===== src/rtl/c_dcdc_seq.sv =====
`default_nettype none
// c_dcdc_seq: multi-channel DC-DC converter model with soft-start slew limiting,
// input UVLO, dropout tracking, debounced power-good, latched OV and sequencing.
module c_dcdc_seq #(
  parameter int W      = 16,
  parameter int NCH    = 4,
  parameter int SLEW   = 10,
  parameter int PG_TOL = 20,
  parameter int PG_DLY = 4,
  parameter int OV_TH  = 100,
  parameter int UVLO   = 450,
  parameter int SEQ    = 1
) (
  input  logic                clk,
  input  logic                rst_n,
  input  logic signed [W-1:0] pin,
  input  logic [NCH-1:0]      en,
  input  logic [NCH*W-1:0]    vset,
  input  logic [NCH*W-1:0]    offset_pout,
  output logic [NCH*W-1:0]    pout,
  output logic [NCH-1:0]      pg,
  output logic [NCH-1:0]      ov
);
  localparam int XW = W + 2;
  localparam int CW = $clog2(PG_DLY + 1) + 1;

  typedef logic signed [XW-1:0] xw_t;
  typedef enum logic [1:0] {
    S_OFF   = 2'd0,
    S_RAMP  = 2'd1,
    S_REG   = 2'd2,
    S_FAULT = 2'd3
  } state_t;

  localparam xw_t                 MAX_X  = xw_t'((1 << (W - 1)) - 1);
  localparam xw_t                 SLEW_X = xw_t'(SLEW);
  localparam xw_t                 TOL_X  = xw_t'(PG_TOL);
  localparam xw_t                 OVTH_X = xw_t'(OV_TH);
  localparam xw_t                 UVLO_X = xw_t'(UVLO);
  localparam logic signed [W-1:0] SLEW_W = W'(SLEW);
  localparam logic [CW-1:0]       DLY_C  = CW'(PG_DLY);

  xw_t  pin_x;
  xw_t  pin_clip;
  logic pin_ok;

  assign pin_x    = {{2{pin[W-1]}}, pin};
  assign pin_clip = pin[W-1] ? '0 : pin_x;
  assign pin_ok   = (pin_x >= UVLO_X);

  for (genvar i = 0; i < NCH; i++) begin : g_ch
    state_t              state_q, state_d;
    logic signed [W-1:0] pout_q, pout_d;
    logic [CW-1:0]       cnt_q, cnt_d;
    logic                pg_q, pg_d, ov_q, ov_d;
    logic                seq_ok, in_win, ov_hit, active;
    xw_t                 vs, os, sum, tgt, eff, px, goal, delta;

    if (SEQ == 0 || i == 0) begin : g_free
      assign seq_ok = 1'b1;
    end else begin : g_seq
      assign seq_ok = pg[i-1];
    end

    always_comb begin
      vs     = {{2{vset[i*W+W-1]}}, vset[i*W +: W]};
      os     = {{2{offset_pout[i*W+W-1]}}, offset_pout[i*W +: W]};
      sum    = vs + os;
      tgt    = sum[XW-1] ? '0 : ((sum > MAX_X) ? MAX_X : sum);
      eff    = (tgt < pin_clip) ? tgt : pin_clip;
      px     = {{2{pout_q[W-1]}}, pout_q};
      active = (state_q == S_RAMP) || (state_q == S_REG);
      in_win = ((px - eff) <= TOL_X) && ((eff - px) <= TOL_X);
      ov_hit = (px - tgt) > OVTH_X;

      state_d = state_q;
      case (state_q)
        S_OFF: if (en[i] && pin_ok && seq_ok) state_d = S_RAMP;
        S_RAMP, S_REG: begin
          if (!en[i] || !pin_ok) state_d = S_OFF;
          else if (ov_hit)       state_d = S_FAULT;
          else if (px == eff)    state_d = S_REG;
        end
        S_FAULT: if (!en[i]) state_d = S_OFF;
        default: state_d = S_OFF;
      endcase

      goal  = active ? eff : '0;
      delta = goal - px;
      if (delta > SLEW_X)       pout_d = pout_q + SLEW_W;
      else if (delta < -SLEW_X) pout_d = pout_q - SLEW_W;
      else                      pout_d = goal[W-1:0];

      // Debounce also runs over the last ramp steps, so pg lands PG_DLY cycles
      // after the output first enters the window.
      cnt_d = '0;
      if (active && in_win && (state_d == S_RAMP || state_d == S_REG))
        cnt_d = (cnt_q >= DLY_C) ? cnt_q : cnt_q + 1'b1;
      pg_d = (state_d == S_REG) && (cnt_d >= DLY_C);
      ov_d = (state_d == S_FAULT);
    end

    always_ff @(posedge clk or negedge rst_n) begin
      if (!rst_n) begin
        state_q <= S_OFF;
        pout_q  <= '0;
        cnt_q   <= '0;
        pg_q    <= 1'b0;
        ov_q    <= 1'b0;
      end else begin
        state_q <= state_d;
        pout_q  <= pout_d;
        cnt_q   <= cnt_d;
        pg_q    <= pg_d;
        ov_q    <= ov_d;
      end
    end

    assign pout[i*W +: W] = pout_q;
    assign pg[i]          = pg_q;
    assign ov[i]          = ov_q;
  end

endmodule
`default_nettype wire


===== config.mk =====
export PLATFORM = sky130hd
export DESIGN_NAME = c_dcdc_seq
export DESIGN_NICKNAME = d
export VERILOG_FILES = /design/src/rtl/c_dcdc_seq.sv
export SDC_FILE = /design/constraint.sdc
export NUM_CORES = 1
export LEC_CHECK = 0
export ABC_CLOCK_PERIOD_IN_PS = 4700
export BUFFER_PORTS_ARGS = -buffer_cell sky130_fd_sc_hd__buf_2
export CORE_ASPECT_RATIO = 0.6
export CORE_UTILIZATION = 45
export DETAILED_ROUTE_END_ITERATION = 7
export HOLD_SLACK_MARGIN = 0.03
export PLACE_DENSITY = 0.65
export SYNTH_ARGS = -nofsm -noshare
export SYNTH_HDL_FRONTEND = slang
export SYNTH_SLANG_ARGS = --single-unit

===== constraint.sdc =====
create_clock -name clk -period 4.7 [get_ports clk]
set_input_delay 0 -clock clk [delete_from_list [all_inputs] [get_ports clk]]
set_output_delay 0 -clock clk [all_outputs]
set_load 0.005 [all_outputs]

==> metrics.txt, run 1 <==
outcome=finished, violations left; violated checks=setup timing; Hold Path Origin=en[0]; hold path depth=3; clock latency on the worst-skew pair=around 0.40 ns; fin crit period=7.11 ns; Hold Path Class=in -> reg; synthesized instance count=between 3000 and 4000; Core ar.=~56000 um^2; clk_skew=about 0.013 ns; site row count=67; CTS clk-pin slew, worst paths=about 0.090 ns; # IOs=222; P per Cell Area=just over 700 nW/um^2; # port buffers=221; slowest CP cell=or4_4; area leader, netlist=ha_1; Hold Path End=g_ch[0].state_q[0]; post-route setup slack=-2.41 ns; drt via density=around 6.0; async set or reset register ratio after synthesis=100%; P_leak=20.2 nW; syn avg cell area=~7.2 um^2; Die Span X=approximately 310 um; R2R depth=21; DRT Pass-1 Iters=6; share of cells above drive strength 1=43.8%; Crit Reg-Reg Endpoint=g_ch[3].cnt_q[1]; drt initial violations=around 3800; crit end category=register; post-synth cell types=98; pin count of the biggest net entering global routing=58; Ys Warns=0; CP Class=in -> reg; Placer Congestion=approximately 1.0; Max VDD drop=between 0.0004 and 0.0005 V; first-pass GRT wire length=~170 mm; Starting Density=45.8%; # Max-Cap Violations=0; Setup WS pre-CTS=-2.85 ns; RR Startpoint=g_ch[3].pout_q[1]; share of the synthesized area in the top cell type=20.3%; DPL Wire Length=around 87 mm; clk sinks=96; die height=around 190 um; final hold violations=0; critical path peak fanout=6; CTS buffer count=9; htree depth=3; EDFF count, synth=0; DRC viols=0; main area contributors after synthesis=ha_1 20%, dfrtp_1 9.4%, a21oi_1 5.6%; Max Freq=141 MHz; vias in the first global route=roughly 31000; final setup fails=96; Area growth syn-to-layout=62.8%; Worst-Margin Slew=between 0.8 and 0.9 ns; CP max stage delay=about 0.57 ns; Layout Utilization=between 70% and 80%; R2R Setup Slk=-0.38 ns; Netlist Area Pre-Place=25700 um^2; die area=58000 um^2; required time worst endpoint=between 4 and 5 ns; data arrival time of the critical path=around 7.4 ns; CTS tree=built; most common cell in the netlist=ha_1; crit path buf inv count=5; total grt overflow=0; Critical Path Start Type=input pin; Post-synth top cells=416 x ha_1, 349 x inv_1, 285 x a21oi_1, 263 x nor2_1, 226 x nand2_1; DR vias=34000; RSZ-0062 raised after global routing=true; Max Root-Sink Buffers=2; crit-path most repeated cell=a21o_1; Routed Antenna Nets=0; Slew Viols, Final=0; dominant synthesized flop cell=dfrtp_1; register area share after synthesis=9.36%; initial antenna violation count=8; Worst path top cell family by delay=compound AO/OA/AOI/OAI gates; Final Cycle Share=151%; post-layout net count=5504; total routed wirelength=about 120 mm; DR WL/cell=approximately 20 um; Max transition margin=between 40% and 50%; synthesized flop and latch total=96; clock root cell=clkbuf_16; GR Util All Layers=between 30% and 40%
-- worst reg2reg max path, stage by stage (launching register included) --
cell and delay [ns]:
dfrtp_1 0.40, ha_1 0.29, nor2b_1 0.14, o31ai_1 0.34, a21oi_1 0.18, buf_4 0.17
o31ai_1 0.32, a21oi_1 0.18, a31oi_1 0.31, xnor2_1 0.14, nor4_2 0.39, nor3_1 0.15
o21bai_4 0.16, a21oi_2 0.07, ha_1 0.30, nor2b_2 0.17, nand2_1 0.08, nor4_2 0.24
o2111ai_2 0.18, a211o_1 0.26, a221o_1 0.39, a21oi_1 0.15
-- cell families (layout without fill, tap and decap cells) --
logic type	after synthesis	after routing	synth area share [%]
AOI/OAI and AO/OA	1190	1192	31.6
and+or+nand+nor	1148	1149	22.7
buffers and inverters	469	1820	7.19
adders and majority gates	428	428	21.2
xor gates and xnor gates	140	140	4.78
DFF	96	96	9.36
muxes	76	76	3.15
other	2	35	0.0293
-- flip-flops by register name (all words and copies together) (netlist names) --
| register | flops |
|---|---|
| g_ch.pout_q | 64 |
| g_ch.cnt_q | 16 |
| g_ch.state_q | 8 |
| g_ch.ov_q | 4 |
| g_ch.pg_q | 4 |
-- worst max path at each step --
stage | startpoint | end | slack (ns) | depth (start not counted)
4_1_cts | offset_pout[0] | g_ch[0].pout_q[4] | -2.13 | 38
6_report | vset[48] | g_ch[3].pout_q[4] | -2.41 | 36
3_3_place_gp | offset_pout[0] | g_ch[0].pout_q[4] | -2.83 | 38
5_1_grt | vset[48] | g_ch[3].pout_q[4] | -2.66 | 36
3_5_place_dp | offset_pout[0] | g_ch[0].pout_q[4] | -2.85 | 38
2_1_floorplan | offset_pout[0] | g_ch[0].pout_q[4] | -2.30 | 38
-- metrics by stage --
stage / std cells / cell area [um^2] / power, mW / hold WS, ns / setup TNS [ns]
4_1_cts: 5634 / 39900 / 27.3 / 0.0311 / -158.05
3_3_place_gp: 5498 / 36300 / 23.5 / 0.144 / -218.94
5_1_grt: 5694 / 41800 / 31.8 / 0.0602 / -202.91
3_5_place_dp: 5498 / 36300 / 23.9 / 0.154 / -228.11
2_1_floorplan: 3575 / 27000 / 14.7 / -0.296 / -142.74
6_report: 5695 / 41800 / 29.9 / 0.0652 / -182.07
-- metal layers --
layer / vias to the layer above / track usage, % / wire length, um
met3: 241 / 8.47 / 13000
li1: 15900 / - / -
met1: 16000 / 54.5 / 51400
met2: 1902 / 52.7 / 47800
met4: 6 / 9.89 / 3180
met5: - / 0.0831 / 50
-- report_power, final --
group | switching [mW] | internal (mW) | total, mW
sequential | 0.409 | 1.12 | 1.53
combinational | 14.3 | 13.3 | 27.5
clock | 0.415 | 0.437 | 0.852
total | 15.1 | 14.8 | 29.9
-- cell type report --
| cell class | instances | area, um^2 |
|---|---|---|
| multi-input combinational | 3013 | 25800 |
| fill | 3986 | 14300 |
| timing repair buffer | 1455 | 11000 |
| sequential | 96 | 2400 |
| inverter | 351 | 1330 |
| tap | 759 | 950 |
| clock buffer | 11 | 253 |
| clock inverter | 3 | 42.5 |
| antenna | 7 | 17.5 |
-- cells in the final DEF (no fill, tap or decap), types with 34 or more instances in the layout --
cell,count
a21o_1,112
or3_1,43
ha_4,81
o21ai_0,142
a21oi_2,66
buf_2,205
nor3_1,98
nand3_1,83
buf_6,90
nor2b_1,66
o21ai_2,34
nand4_1,44
buf_4,1134
nor2_1,243
ha_1,325
o21ai_1,36
o21a_1,72
nand2b_1,52
a21oi_1,206
nand2_1,195
dfrtp_1,96
xor2_1,50
xnor2_1,70
inv_1,324
-- timing repair --
action / CTS / global route
cloned: 11 / 3
resized for setup: 463 / 288
buffers inserted: 139 / 62
endpoints found under the setup margin: 96 / 96
hold buffers: 1 / 0
pin swaps: 240 / 207
endpoints found under the hold margin: 56 / 0
No activity file was read; power rests on OpenSTA's default activity.
==> run 2: changes to the inputs <==
CORE_UTILIZATION = 43   (was 45)
PLACE_DENSITY = unset   (was 0.65)
==> metrics.txt, run 2 (same netlist as run 1, synthesis figures left out) <==
share of cells above drive strength 1=43.2% (-0.64 points); Layout Utilization=71.8% (-2.8 points); clock root cell=clkbuf_16; clk sinks=96 (unchanged); clock latency on the worst-skew pair=0.40 ns (about the same); P_leak=20.2 nW (+0.14%); DPL Wire Length=86.9 mm (+0.30%); Max Freq=143 MHz (+1.6%); total routed wirelength=112 mm (-2.7%); DRC viols=0 (unchanged); # port buffers=221 (unchanged); commonest non-fill, non-tap cell in the layout=buf_4; DR WL/cell=19.6 um (-3.0%); clk_skew=0.00785 ns (-0.00480 ns); Setup WS pre-CTS=-2.93 ns (-0.0821 ns); Placer Congestion=0.983 (-2.9%); slowest CP cell=o41a_1; DRT Pass-1 Iters=7 (+1); crit end category=register; # Max-Cap Violations=0 (unchanged); GR Util All Layers=35.2% (-1.7 points); violated checks=setup timing; most frequent cells in the layout=1133 x buf_4, 339 x ha_1, 323 x inv_1; Max transition margin=44.5% (+2.2 points); first-pass GRT wire length=171 mm (-0.55%); pin count of the biggest net entering global routing=50 (-14%); final std cells w/o fill=5712 (+0.30%); Starting Density=44.1% (-1.7 points); Die Span X=317 um (+2.3%); Most flops, register=g_ch.pout_q; Max VDD drop=0.000335 V (-19%); fin crit period=7.00 ns (-0.113 ns); Worst-Margin Slew=0.832 ns (-0.0323 ns); site row count=68 (+1.5%); Area growth syn-to-layout=62.7% (about the same); required time worst endpoint=5.00 ns (+0.03 ns); outcome=finished, violations left; fillers=4650 (+17%); final setup fails=96 (unchanged); data arrival time of the critical path=7.30 ns (-0.08 ns); DR vias=33000 (-2.9%); DP Cell Count=5529 (+0.56%); CTS tree=built; vias in the first global route=30700 (-2.4%); RSZ-0062 raised after global routing=true; CP max stage delay=0.55 ns (-0.02 ns); max FFs per register=64 (unchanged); die height=191 um (+2.3%); P per Cell Area=707 nW/um^2 (-1.2%); post-layout net count=5510 (+0.11%); final hold violations=0 (unchanged); drt initial violations=3551 (-6.8%); Final Cycle Share=149% (-2.4 points); Slew Viols, Final=0 (unchanged); Critical Path Start Type=input pin; htree depth=3 (unchanged); # IOs=222 (unchanged); Hold WS=0.111 ns (+0.0455 ns); CTS clk-pin slew, worst paths=0.08 ns (about the same); die area=60700 um^2 (+4.6%); critical path peak fanout=6 (unchanged); CTS buffer count=9 (unchanged); Max Root-Sink Buffers=2 (unchanged); Setup TNS Final=-168.49 ns (+13.58 ns); post-route setup slack=-2.30 ns (+0.113 ns); Largest regs=g_ch.pout_q: 64 flops, g_ch.cnt_q: 16 flops, g_ch.state_q: 8 flops; drt via density=5.78 (-3.2%); Core ar.=58200 um^2 (+3.8%); Routed Antenna Nets=0 (unchanged); Hold Path Class=in -> reg; CP Class=in -> reg; total grt overflow=0 (unchanged); initial antenna violation count=7 (-1)
## run 2: cell count changes in the layout (fill, tap and decap cells not counted), moves of 4 or more
cell | previous run | this run
buf_6 | 90 | 73
ha_1 | 325 | 339
ha_4 | 81 | 68
buf_12 | 12 | 23
o21ai_1 | 36 | 47
nand2_4 | 15 | 8
o21ai_2 | 34 | 27
xnor2_2 | 17 | 10
buf_2 | 205 | 210
o22ai_1 | 24 | 19
xnor2_1 | 70 | 75
nor2_1 | 243 | 247
## run 2: final cells by class
type,instances,area [um^2],share of cell area (%)
inverter,351,1320,3.17
sequential,96,2400,5.75
tap,770,963,2.31
multi-input combinational,3013,25500,61.1
clock buffer,12,256,0.614
clock inverter,4,52.6,0.126
antenna,5,12.5,0.0300
timing repair buffer,1461,11200,26.9
## run 2: worst paths after layout
| check | from | to | slack (ns) | cells after the start |
|---|---|---|---|---|
| setup / recovery | vset[33] | g_ch[2].pout_q[5] | -2.30 | 38 |
| hold / removal | en[3] | g_ch[3].state_q[1] | 0.11 | 4 |
| setup reg to reg | g_ch[3].pout_q[1] | g_ch[3].cnt_q[1] | -0.38 | 22 |
| hold reg to reg | g_ch[3].cnt_q[0] | g_ch[3].cnt_q[0] | 0.57 | 2 |
| max in group asynchronous | rst_n | g_ch[1].pout_q[6] | 3.16 | 3 |
| min in group asynchronous | rst_n | g_ch[3].pout_q[15] | 0.21 | 2 |
## run 2: worst max-delay path, delay by kind of cell
| kind | cells | cell delay [ns] |
|---|---|---|
| AO/OA/AOI/OAI | 17 | 3.78 |
| XOR/XNOR | 1 | 0.13 |
| adder cells (fa/ha/maj) | 3 | 0.60 |
| buffers and inverters | 8 | 1.14 |
| multiplexers | 1 | 0.24 |
| AND/OR/NAND/NOR | 8 | 1.36 |
## run 2: power breakdown
part | switching, mW | internal, mW | total (mW)
registers | 0.390 | 1.12 | 1.51
clock network | 0.435 | 0.445 | 0.880
logic | 13.9 | 13.3 | 27.2
total | 14.7 | 14.9 | 29.5
## run 2: what timing repair did
| action | in CTS | in global routing |
|---|---|---|
| gates resized for setup | 439 | 264 |
| endpoints found under the hold margin | 49 | 0 |
| pin swaps | 230 | 213 |
| gates cloned | 11 | 3 |
| setup endpoints to repair | 96 | 96 |
| buffers inserted | 105 | 61 |
| hold buffers | 3 | 0 |
## run 2: per-layer routing
metal / routed length, um / GRT usage (%)
met1: 53800 / 53.0
met2: 44600 / 50.2
met3: 11400 / 7.72
met4: 2350 / 7.17
met5: 11 / 0
## run 2: metrics by stage
step | area, um^2 | total power [mW]
CTS | 40000 | 27.3
floorplan | 27000 | 14.7
global placement | 36500 | 23.6
finish | 41800 | 29.5
detailed placement | 36500 | 23.9
global route | 41800 | 31.6
